### src/rtl/rng_pkg.sv
// Shared types and helpers for the LFSR noise-source arbiter.
// Holds the 7-bit LFSR step function, the seed sanitiser and the FSM encoding.
package rng_pkg;

    localparam int LFSR_W = 7;
    localparam logic [LFSR_W-1:0] LFSR_SEED_DEFAULT = 7'h01;

    typedef enum logic [1:0] {
        IDLE  = 2'd0,
        STEP  = 2'd1,
        GRANT = 2'd2
    } state_t;

    // x^7+x+1: the shift moves every bit up one place and the new bit 1 is bit 1 xor bit 7.
    function automatic logic [LFSR_W-1:0] lfsr7_next(input logic [LFSR_W-1:0] sreg);
        return {sreg[LFSR_W-2:0], sreg[0] ^ sreg[LFSR_W-1]};
    endfunction

    // The all-zero state would lock the LFSR, so it is replaced by the default seed.
    function automatic logic [LFSR_W-1:0] seed_fix(input logic [LFSR_W-1:0] seed);
        return (seed == '0) ? LFSR_SEED_DEFAULT : seed;
    endfunction

endpackage

### src/rtl/rr_pick.sv
// Combinational round-robin selector: the first set request at or above ptr,
// wrapping at NREQ.
module rr_pick #(
    parameter int NREQ = 4,
    parameter int PW   = 2
) (
    input  logic [NREQ-1:0] req,
    input  logic [PW-1:0]   ptr,
    output logic [PW-1:0]   winner,
    output logic            any_req
);

    logic [PW:0]   pos;
    logic [PW-1:0] idx;

    // Walk the offsets downward so the smallest offset from ptr is the last one written.
    always_comb begin
        winner = '0;
        pos    = '0;
        idx    = '0;
        for (int i = NREQ - 1; i >= 0; i--) begin
            pos = {1'b0, ptr} + (PW+1)'(i);
            if (pos >= (PW+1)'(NREQ)) begin
                pos = pos - (PW+1)'(NREQ);
            end
            idx = pos[PW-1:0];
            if (req[idx]) begin
                winner = idx;
            end
        end
    end

    assign any_req = |req;

endmodule

### src/rtl/rng_arbiter.sv
// Round-robin arbiter sharing one 7-bit maximal-length LFSR between NREQ requesters;
// every grant advances the LFSR one step and hands the fresh value to the winner only.
module rng_arbiter
    import rng_pkg::*;
#(
    parameter int                NREQ = 4,
    parameter logic [LFSR_W-1:0] SEED = LFSR_SEED_DEFAULT
) (
    input  logic              clock,
    input  logic              reset_n,
    input  logic [NREQ-1:0]   req,
    output logic [NREQ-1:0]   ack,
    output logic [7:0]        rnd,
    output logic              busy,
    input  logic              seed_load,
    input  logic [LFSR_W-1:0] seed_in
);

    localparam int PW = $clog2(NREQ);
    localparam logic [LFSR_W-1:0] SEED_EFF = seed_fix(SEED);

    state_t            state;
    logic [LFSR_W-1:0] sreg;
    logic [PW-1:0]     ptr;
    logic [PW-1:0]     win;
    logic [PW-1:0]     pick;
    logic              any_req;
    logic [LFSR_W-1:0] seed_val;
    logic [LFSR_W-1:0] step_val;

    rr_pick #(
        .NREQ (NREQ),
        .PW   (PW)
    ) u_pick (
        .req     (req),
        .ptr     (ptr),
        .winner  (pick),
        .any_req (any_req)
    );

    assign seed_val = seed_fix(seed_in);
    assign step_val = lfsr7_next(sreg);

    always_ff @(posedge clock or negedge reset_n) begin
        if (!reset_n) begin
            state <= IDLE;
            sreg  <= SEED_EFF;
            ptr   <= '0;
            win   <= '0;
            ack   <= '0;
            rnd   <= 8'h00;
            busy  <= 1'b0;
        end else begin
            ack <= '0;
            case (state)
                IDLE: begin
                    if (any_req) begin
                        win   <= pick;
                        busy  <= 1'b1;
                        state <= STEP;
                    end
                end
                STEP: begin
                    // ack and rnd are registered here so they are visible throughout GRANT.
                    ack   <= NREQ'(1) << win;
                    rnd   <= {1'b0, (seed_load ? seed_val : step_val)};
                    state <= GRANT;
                end
                GRANT: begin
                    ptr   <= (win == PW'(NREQ - 1)) ? '0 : win + 1'b1;
                    busy  <= 1'b0;
                    state <= IDLE;
                end
                default: begin
                    busy  <= 1'b0;
                    state <= IDLE;
                end
            endcase

            // A seed load overrides the step that would otherwise happen in STEP.
            if (seed_load) begin
                sreg <= seed_val;
            end else if (state == STEP) begin
                sreg <= step_val;
            end
        end
    end

endmodule

### config.mk
export PLATFORM = sky130hd
export DESIGN_NAME = rng_arbiter
export DESIGN_NICKNAME = d
export VERILOG_FILES = /design/src/rtl/rng_pkg.sv /design/src/rtl/rr_pick.sv /design/src/rtl/rng_arbiter.sv
export SDC_FILE = /design/constraint.sdc
export NUM_CORES = 1
export LEC_CHECK = 0
export ABC_AREA = 1
export BUFFER_PORTS_ARGS = -buffer_cell sky130_fd_sc_hd__buf_4
export CORE_ASPECT_RATIO = 0.6
export CORE_MARGIN = 1.5
export CORE_UTILIZATION = 57
export CTS_CLUSTER_SIZE = 14
export DETAILED_ROUTE_END_ITERATION = 10
export PLACE_DENSITY = 0.93
export SKIP_LAST_GASP = 1
export SLEW_MARGIN = 40
export SYNTH_ARGS = -nofsm -noshare
export SYNTH_HDL_FRONTEND = slang
export SYNTH_HIERARCHICAL = 1
export SYNTH_SLANG_ARGS = --single-unit
### constraint.sdc
create_clock -name clock -period 2.9 [get_ports clock]
set_input_delay 0.145 -clock clock [delete_from_list [all_inputs] [get_ports clock]]
set_output_delay 0.145 -clock clock [all_outputs]
set_load 0.01 [all_outputs]
==> results.py, run 1 <==
metrics = {
    "worst_hold_path": {
        "hold_depth": 5,
        "min_path_type": "in -> reg",
    },
    "sta": {
        "timing.setup.tns_ns": 0,
        "rsz0062_at_grt": "false",
        "hold_viol_final": 0,
        "finalClockSkew_ns": 0.00672,
        "fin_ws_ns": 1.40,
        "setup_viol": 0,
        "period_needed_ns": 1.50,
        "fmax_mhz": 667,
        "maxSlewViolCount": 0,
        "fin_crit_sh": 0.517,
    },
    "synth": {
        "yosysUniqueCellTypes": 18,
        "ys_warn_count": 6,
        "ys_ff_latch": 25,
        "seq_area_frac_synth": 0.483,
        "post_synth.cell_area_avg_um2": 7.41,
        "syn-cell-area_um2": 1300,
        "syn-num-nets": 193,
        "synth_cells": 175,
    },
    "cells_and_area": {
        "post-route-util": 0.716,
        "final_common_cell": "nand2_1",
        "mostFrequentLayoutCells": "nand2_1, buf_4, dfrtp_1",
        "final_area_um2": 1550,
        "area_growth_pct": 19.4,
        "final_layout_size_suffix_gt1_frac": 0.169,
        "antenna_cells": 0,
        "nFillCells": 173,
        "fin_nets": 220,
    },
    "clock_network": {
        "ctsHoldBuffers": 1,
        "cts_resized": 0,
        "cts_tree": "done",
        "insertion_delay_ns": 0.27,
        "cts_buffer_depth": 2,
        "cts.clk_slew.worst_paths_ns": 0.09,
        "cts_made_buffers": 3,
        "clock-sinks": 25,
        "cts_setup_buffers": 0,
        "htree_num_levels": 1,
        "cts_root_buffer": "clkbuf_8",
    },
    "status": {
        "status": "completed",
    },
    "setup_path": {
        "crit_arrival_ns": 1.65,
        "path_max_fanout": 8,
        "crit_type": "reg -> reg",
        "startpoint_type": "flip-flop",
        "r2r_cells": 11,
        "critPathRequiredTime_ns": 3.05,
        "crit_path_end_kind": "flip-flop",
    },
    "power": {
        "power_density_nw_per_um2": 1010,
        "power_mw": 1.57,
        "ir_drop_uv": 635,
        "p_leak_nw": 0.879,
    },
    "route": {
        "wl_um": 3050,
        "final_antenna_net_count": 0,
        "drc": 0,
        "vias_per_cell": 5.25,
        "num_vias": 1213,
        "drt_iter0_markers": 70,
        "wl_per_cell_um": 13.2,
        "dr.pass1.iters": 6,
    },
    "floorplanning": {
        "rows": 13,
        "ios": 27,
        "die_area_um2": 2580,
        "initial_core_util": 0.600,
        "core_um2": 2160,
        "fp.dieH_um": 40.0,
        "die_w_um": 64.6,
    },
    "place": {
        "dp_hpwl_um": 2310,
        "dpl-instance-area_um2": 1490,
        "gp_congestion": 0.957,
        "pre_cts_ws_ns": 1.50,
        "io_buffers": 25,
    },
    "grt": {
        "grt_use_total": 0.257,
        "grt_antenna_before_repair": 0,
        "grt_start_max_net_pins": 26,
        "grt.overflow.total": 0,
        "first_global_vias": 1070,
        "grt_pass1_wl_um": 4800,
    },
    "job": {
        "max_cap_viol_count": 0,
    },
}
## state kept, by name, summed over array words and instances, names as in the netlist
signal / cells
ack: 4
win: 2
sreg: 7
rnd: 7
state: 2
busy: 1
ptr: 2
## report_power, final
group / internal (mW) / switching [mW]
sequential: 0.502 / 0.107
clock: 0.0982 / 0.105
combinational: 0.276 / 0.483
## cells in the mapped netlist (all sizes together)
library cell | count | area [µm²]
buf | 4 | 28.8
clkinv | 1 | 3.75
conb | 1 | 3.75
dfrtp | 24 | 601
dfstp | 1 | 26.3
ha | 4 | 50.1
inv | 24 | 90.1
nand2 | 73 | 292
nand3 | 14 | 70.1
nand4 | 1 | 6.26
nor2 | 11 | 41.3
o21ai | 17 | 85.1
## area by class of cell
type                       count  area [µm²]  share of cell area
timing repair buffer          26         198               0.128
multi-input combinational    121         548               0.354
tap                           30        37.5              0.0242
sequential                    25         627               0.405
clock buffer                   4        45.0              0.0291
inverter                      25        93.8              0.0606
## critical path, stage by stage, from the launching register on
cell	delay, ns
dfrtp_1	0.48
inv_2	0.12
nand2_1	0.14
nand3_1	0.15
nand2_1	0.10
nand2_1	0.07
nand2_1	0.07
nand2_1	0.05
nand2_1	0.05
inv_1	0.04
nand2_1	0.05
o21ai_0	0.07
## per-layer routing
metal,track usage,share of wire,vias up
met3,0.0702,0.085,13
met2,0.453,0.47,68
met1,0.323,0.42,549
met5,0,0,-
li1,-,-,583
met4,0.0745,0.020,0
## cells by family (layout without fill, tap and decap cells)
kind of cell | count (synthesis) | after routing | synth area share
AO/OA/AOI/OAI | 17 | 17 | 0.0656
buffers and inverters | 29 | 55 | 0.0945
adder cells (fa/ha/maj) | 4 | 4 | 0.0386
flip-flops | 25 | 25 | 0.483
other | 1 | 1 | 0.00289
AND/OR/NAND/NOR | 99 | 99 | 0.315
## metrics by stage
step | std cells | hold WS (ns)
final | 231 | 0.224
after global routing | 231 | 0.258
after CTS | 231 | 0.220
after detailed placement | 226 | 0.0651
after global placement | 226 | 0.0546
after floorplan | 175 | -0.151
## path summary, 6_finish.rpt
| path | slack (ns) | end | start |
|---|---|---|---|
| max in group asynchronous | 2.30 | sreg[0] | reset_n |
| min in group asynchronous | 0.31 | rnd[1] | reset_n |
| min | 0.22 | rnd[0] | seed_in[0] |
| max reg2reg | 1.40 | win[0] | ptr[0] |
| max | 1.40 | win[0] | ptr[0] |
| min reg2reg | 0.49 | rnd[6] | rnd[6] |
Note: power is estimated with default switching activity, not from simulation.
==> inputs of run 2 (changes only) <==
--- a/config.mk
+++ b/config.mk
@@ -9,10 +9,10 @@
 export BUFFER_PORTS_ARGS = -buffer_cell sky130_fd_sc_hd__buf_4
 export CORE_ASPECT_RATIO = 0.6
 export CORE_MARGIN = 1.5
-export CORE_UTILIZATION = 57
+export CORE_UTILIZATION = 53
 export CTS_CLUSTER_SIZE = 14
 export DETAILED_ROUTE_END_ITERATION = 10
-export PLACE_DENSITY = 0.93
+export PLACE_DENSITY = 0.88
 export SKIP_LAST_GASP = 1
 export SLEW_MARGIN = 40
 export SYNTH_ARGS = -nofsm -noshare
==> constraint.sdc (replaced) <==
create_clock -name clock -period 1.4 [get_ports clock]
set_input_delay 0.07 -clock clock [delete_from_list [all_inputs] [get_ports clock]]
set_output_delay 0.07 -clock clock [all_outputs]
set_load 0.01 [all_outputs]
==> results.py, run 2 (synthesis gave the netlist of run 1 again) <==
metrics = {
    "setup_path": {
        "path_max_fanout": 8,
        "crit_family": "simple AND/OR/NAND/NOR gates",
        "crit_arrival_ns": 1.50,
        "max_stage_delay_ns": 0.47,
        "startpoint_type": "flip-flop",
        "critPathRequiredTime_ns": 1.56,
        "crit_type": "reg -> reg",
        "cp_common_cell": "nand2_1",
        "slowest_stage": "dfrtp_2",
        "crit_chain": "inv_4 > nand2_1 > nand2_2 > nand2_2 > nand2_2 > nand2_2 > nand2_1 > nand2_1 > nand2_1 > inv_1 > nand2_1 > o21ai_1",
        "cp.buffers_inverters": 2,
        "crit_path_end_kind": "flip-flop",
    },
    "sta": {
        "timing.setup.tns_ns": 0,
        "fin_crit_sh": 0.961,
        "finalClockSkew_ns": 0.00169,
        "period_needed_ns": 1.35,
        "timing.hold.ws_ns": 0.133,
        "hold_viol_final": 0,
        "setup_viol": 0,
        "rsz0062_at_grt": "true",
        "fmax_mhz": 743,
        "maxSlewViolCount": 0,
    },
    "route": {
        "highest_layer": "met4",
        "drt_iter0_markers": 66,
        "wl_um": 2740,
        "wirelength_met1_um": 1320,
        "wl_met3_um": 198,
        "wl_per_cell_um": 11.8,
        "dr_wl_met2_um": 1190,
        "drc": 0,
        "final_antenna_net_count": 0,
        "dr.pass1.iters": 4,
        "num_vias": 1171,
        "vias_per_cell": 5.03,
    },
    "clock_network": {
        "clock-sinks": 25,
        "insertion_delay_ns": 0.27,
        "cts_made_buffers": 3,
        "cts_tree": "done",
        "cts_buffer_depth": 2,
        "htree_num_levels": 1,
        "cts_root_buffer": "clkbuf_8",
        "cts.clk_slew.worst_paths_ns": 0.08,
    },
    "grt": {
        "grt.overflow.total": 0,
        "grt_pass1_wl_um": 3880,
        "grt_start_max_net_pins": 26,
        "grt_antenna_before_repair": 0,
        "grt_use_total": 0.201,
        "first_global_vias": 899,
    },
    "power": {
        "switchingPower_mw": 1.43,
        "power_mw": 3.30,
        "power_density_nw_per_um2": 2080,
        "clkPwrFrac": 0.125,
        "ir_drop_uv": 1250,
        "p_comb_frac": 0.500,
        "p_seq_frac": 0.375,
        "intPower_mw": 1.88,
        "p_leak_nw": 0.890,
        "p_sw_frac": 0.432,
    },
    "floorplanning": {
        "initial_core_util": 0.578,
        "die_area_um2": 2760,
        "fp.dieH_um": 41.3,
        "rows": 13,
        "ios": 27,
        "die_w_um": 66.9,
        "core_um2": 2240,
    },
    "place": {
        "placed_cells": 226,
        "dp_hpwl_um": 1990,
        "gp_congestion": 0.944,
        "io_buffers": 25,
    },
    "status": {
        "status": "completed",
    },
    "cells_and_area": {
        "fin_nets": 222,
        "stdcell_count": 233,
        "final_common_cell": "nand2_1",
        "final_layout_size_suffix_gt1_frac": 0.217,
        "reg_top3": "rnd (7), sreg (7), ack (4)",
        "antenna_cells": 0,
        "nFillCells": 173,
        "mostFrequentLayoutCells": "nand2_1, buf_4, dfrtp_1",
        "area_growth_pct": 22.4,
    },
    "worst_hold_path": {
        "min_path_type": "in -> reg",
    },
    "job": {
        "max_cap_viol_count": 0,
    },
}
run 2: cell types whose count changed in the layout (fill, tap and decap cells not counted), sizes merged:
cell,before,now
buf,25,27
run 2: final cells by class:
| class | instances | area [µm²] | share of cell area |
|---|---|---|---|
| sequential | 25 | 628 | 0.396 |
| multi-input combinational | 121 | 568 | 0.358 |
| inverter | 25 | 96.3 | 0.0607 |
| clock buffer | 4 | 45.0 | 0.0284 |
| timing repair buffer | 28 | 213 | 0.134 |
| tap | 30 | 37.5 | 0.0236 |
run 2: path summary, 6_finish.rpt:
check,start,end,slack [ns],cells after the start
worst max-delay path,ptr[0],win[0],0.05,12
worst min-delay path,seed_in[0],rnd[0],0.13,5
worst max register to register,ptr[0],win[0],0.05,12
worst min register to register,rnd[3],rnd[3],0.48,2
max in group asynchronous,reset_n,sreg[0],0.87,2
min in group asynchronous,reset_n,ack[2],0.24,2
run 2: timing repair:
| item | in CTS | in global routing |
|---|---|---|
| hold buffers | 1 | 0 |
| hold endpoints to repair | 25 | 0 |
| resized for setup | 2 | 8 |
| setup endpoints to repair | 1 | 2 |
| pin swaps | 0 | 3 |
| setup buffers | 0 | 2 |
run 2: per-layer routing:
metal / vias up / global-route usage
met4: 0 / 0.0561
li1: 589 / -
met3: 6 / 0.0699
met5: - / 0
met2: 54 / 0.315
met1: 522 / 0.272
run 2: worst register-to-register path, stage by stage, from the launching register on:
cell,delay [ns]
dfrtp_2,0.47
inv_4,0.12
nand2_1,0.08
nand2_2,0.08
nand2_2,0.06
nand2_2,0.07
nand2_2,0.05
nand2_1,0.05
nand2_1,0.05
nand2_1,0.05
inv_1,0.04
nand2_1,0.06
o21ai_1,0.06
run 2: stage by stage:
| stage | setup slack (ns) | util | instance area [µm²] |
|---|---|---|---|
| CTS | 0.0188 | 0.692 | 1550 |
| detailed placement | -0.0140 | 0.666 | 1490 |
| global placement | 0.124 | 0.666 | 1490 |
| global route | -0.0906 | 0.707 | 1590 |
| finish | 0.0542 | 0.707 | 1590 |
| floorplan | 0.172 | - | 1300 |
run 2: power groups by stage:
stage,sequential [mW],combinational (mW),clock (mW)
after floorplan,1.29,0.972,0
after global placement,1.23,1.41,0
after detailed placement,1.25,1.49,0
after CTS,1.25,1.50,0.427
after global routing,1.27,1.87,0.456
final,1.24,1.65,0.414
==> inputs of run 3 (changes only) <==
--- a/config.mk
+++ b/config.mk
@@ -13,6 +13,7 @@
 export CTS_CLUSTER_SIZE = 14
 export DETAILED_ROUTE_END_ITERATION = 10
 export PLACE_DENSITY = 0.88
+export RECOVER_POWER = 50
 export SKIP_LAST_GASP = 1
 export SLEW_MARGIN = 40
 export SYNTH_ARGS = -nofsm -noshare
==> results.py, run 3 (synthesis gave the netlist of run 1 again) <==
metrics = {
    "route": {
        "wl_met3_um": 239,
        "drc": 0,
        "drt_iter0_markers": 66,
        "wl_um": 2750,
        "wirelength_met1_um": 1300,
        "dr.pass1.iters": 4,
        "vias_per_cell": 5.05,
        "dr_wl_met2_um": 1190,
        "num_vias": 1176,
        "final_antenna_net_count": 0,
        "highest_layer": "met4",
        "wl_per_cell_um": 11.8,
    },
    "floorplanning": {
        "die_area_um2": 2760,
        "initial_core_util": 0.578,
        "core_um2": 2240,
        "rows": 13,
        "die_w_um": 66.9,
        "fp.dieH_um": 41.3,
        "ios": 27,
    },
    "clock_network": {
        "htree_num_levels": 1,
        "insertion_delay_ns": 0.27,
        "cts_buffer_depth": 2,
        "cts.clk_slew.worst_paths_ns": 0.08,
        "cts_root_buffer": "clkbuf_8",
        "cts_tree": "done",
        "clock-sinks": 25,
        "cts_made_buffers": 3,
    },
    "power": {
        "p_leak_nw": 0.873,
        "ir_drop_uv": 1240,
        "power_density_nw_per_um2": 2090,
        "power_mw": 3.27,
    },
    "grt": {
        "grt_start_max_net_pins": 26,
        "first_global_vias": 899,
        "grt.overflow.total": 0,
        "grt_pass1_wl_um": 3880,
        "grt_antenna_before_repair": 0,
        "grt_use_total": 0.201,
    },
    "setup_path": {
        "critPathRequiredTime_ns": 1.56,
        "worst-r2r-setup-slack_ns": 0.06,
        "crit_path_end_kind": "flip-flop",
        "critPathLaunch": "ptr[0]",
        "path_max_fanout": 8,
        "crit_type": "reg -> reg",
        "rr_startpoint": "ptr[0]",
        "startpoint_type": "flip-flop",
        "crit_arrival_ns": 1.50,
        "r2r_cells": 12,
        "timing.rr.end": "win[0]",
    },
    "place": {
        "io_buffers": 25,
        "pre_cts_ws_ns": -0.0140,
        "placed_cells": 226,
        "dpl-instance-area_um2": 1490,
        "gp_congestion": 0.944,
        "dp_hpwl_um": 1990,
    },
    "cells_and_area": {
        "final_area_um2": 1570,
        "final_common_cell": "nand2_1",
        "reg_top3": "rnd (7), sreg (7), ack (4)",
        "area_growth_pct": 21.0,
        "antenna_cells": 0,
        "fin_nets": 222,
        "final_layout_size_suffix_gt1_frac": 0.197,
        "stdcell_count": 233,
        "post-route-util": 0.700,
        "mostFrequentLayoutCells": "nand2_1, dfrtp_1, inv_1, buf_4",
    },
    "sta": {
        "rsz0062_at_grt": "true",
        "fmax_mhz": 744,
        "period_needed_ns": 1.34,
        "hold_viol_final": 0,
        "maxSlewViolCount": 0,
        "tightest_slew_ns": 0.593,
        "finalClockSkew_ns": 0.00169,
        "fin_crit_sh": 0.960,
        "setup_viol": 0,
        "timing.hold.ws_ns": 0.133,
        "timing.setup.tns_ns": 0,
        "fin_ws_ns": 0.0566,
        "maxSlewHeadroom": 0.605,
    },
    "worst_hold_path": {
        "min_path_type": "in -> reg",
        "hold_depth": 5,
        "min_to": "rnd[0]",
        "hp-start": "seed_in[0]",
    },
    "status": {
        "status": "completed",
    },
    "job": {
        "max_cap_viol_count": 0,
    },
}
-- run 3: cell count changes in the layout (fill, tap and decap cells not counted), sizes merged --
cell    previous run  this run
clkbuf             4         9
buf               27        22
-- run 3: final cells by class --
| type | count | area (µm²) |
|---|---|---|
| Timing Repair Buffer | 28 | 195 |
| Multi-Input combinational cell | 121 | 568 |
| Sequential cell | 25 | 628 |
| Tap cell | 30 | 37.5 |
| Inverter | 25 | 96.3 |
| Fill cell | 172 | 674 |
| Clock buffer | 4 | 45.0 |
-- run 3: layer usage --
metal / global-route usage / vias to the layer above
li1: - / 591
met1: 0.272 / 526
met2: 0.315 / 55
met3: 0.0699 / 4
met4: 0.0561 / 0
met5: 0 / -
-- run 3: where the power goes --
| part | internal (mW) | switching, mW | total [mW] |
|---|---|---|---|
| combinational | 0.604 | 1.02 | 1.62 |
| sequential | 1.04 | 0.195 | 1.24 |
| clock | 0.204 | 0.210 | 0.414 |
| total | 1.85 | 1.42 | 3.27 |
-- run 3: critical path, stage by stage (launching register included) --
cell and delay, ns:
dfrtp_2 0.47, inv_4 0.12, nand2_1 0.08, nand2_2 0.08, nand2_2 0.06, nand2_2 0.07
nand2_2 0.05, nand2_1 0.05, nand2_1 0.05, nand2_1 0.05, inv_1 0.04, nand2_1 0.06
o21ai_1 0.06
-- run 3: repair_timing --
action,4_1_cts,5_1_grt
hold buffers,1,0
gates resized for setup,2,8
buffers inserted,0,2
endpoints found under the setup margin,1,2
pin swaps,0,3
hold endpoints to repair,25,0
-- run 3: worst max-delay path by stage --
stage / endpoint / depth (start not counted)
3_5_place_dp: win[0] / 12
6_report: win[0] / 12
2_1_floorplan: win[0] / 12
5_1_grt: win[0] / 11
4_1_cts: win[0] / 12
3_3_place_gp: win[0] / 12
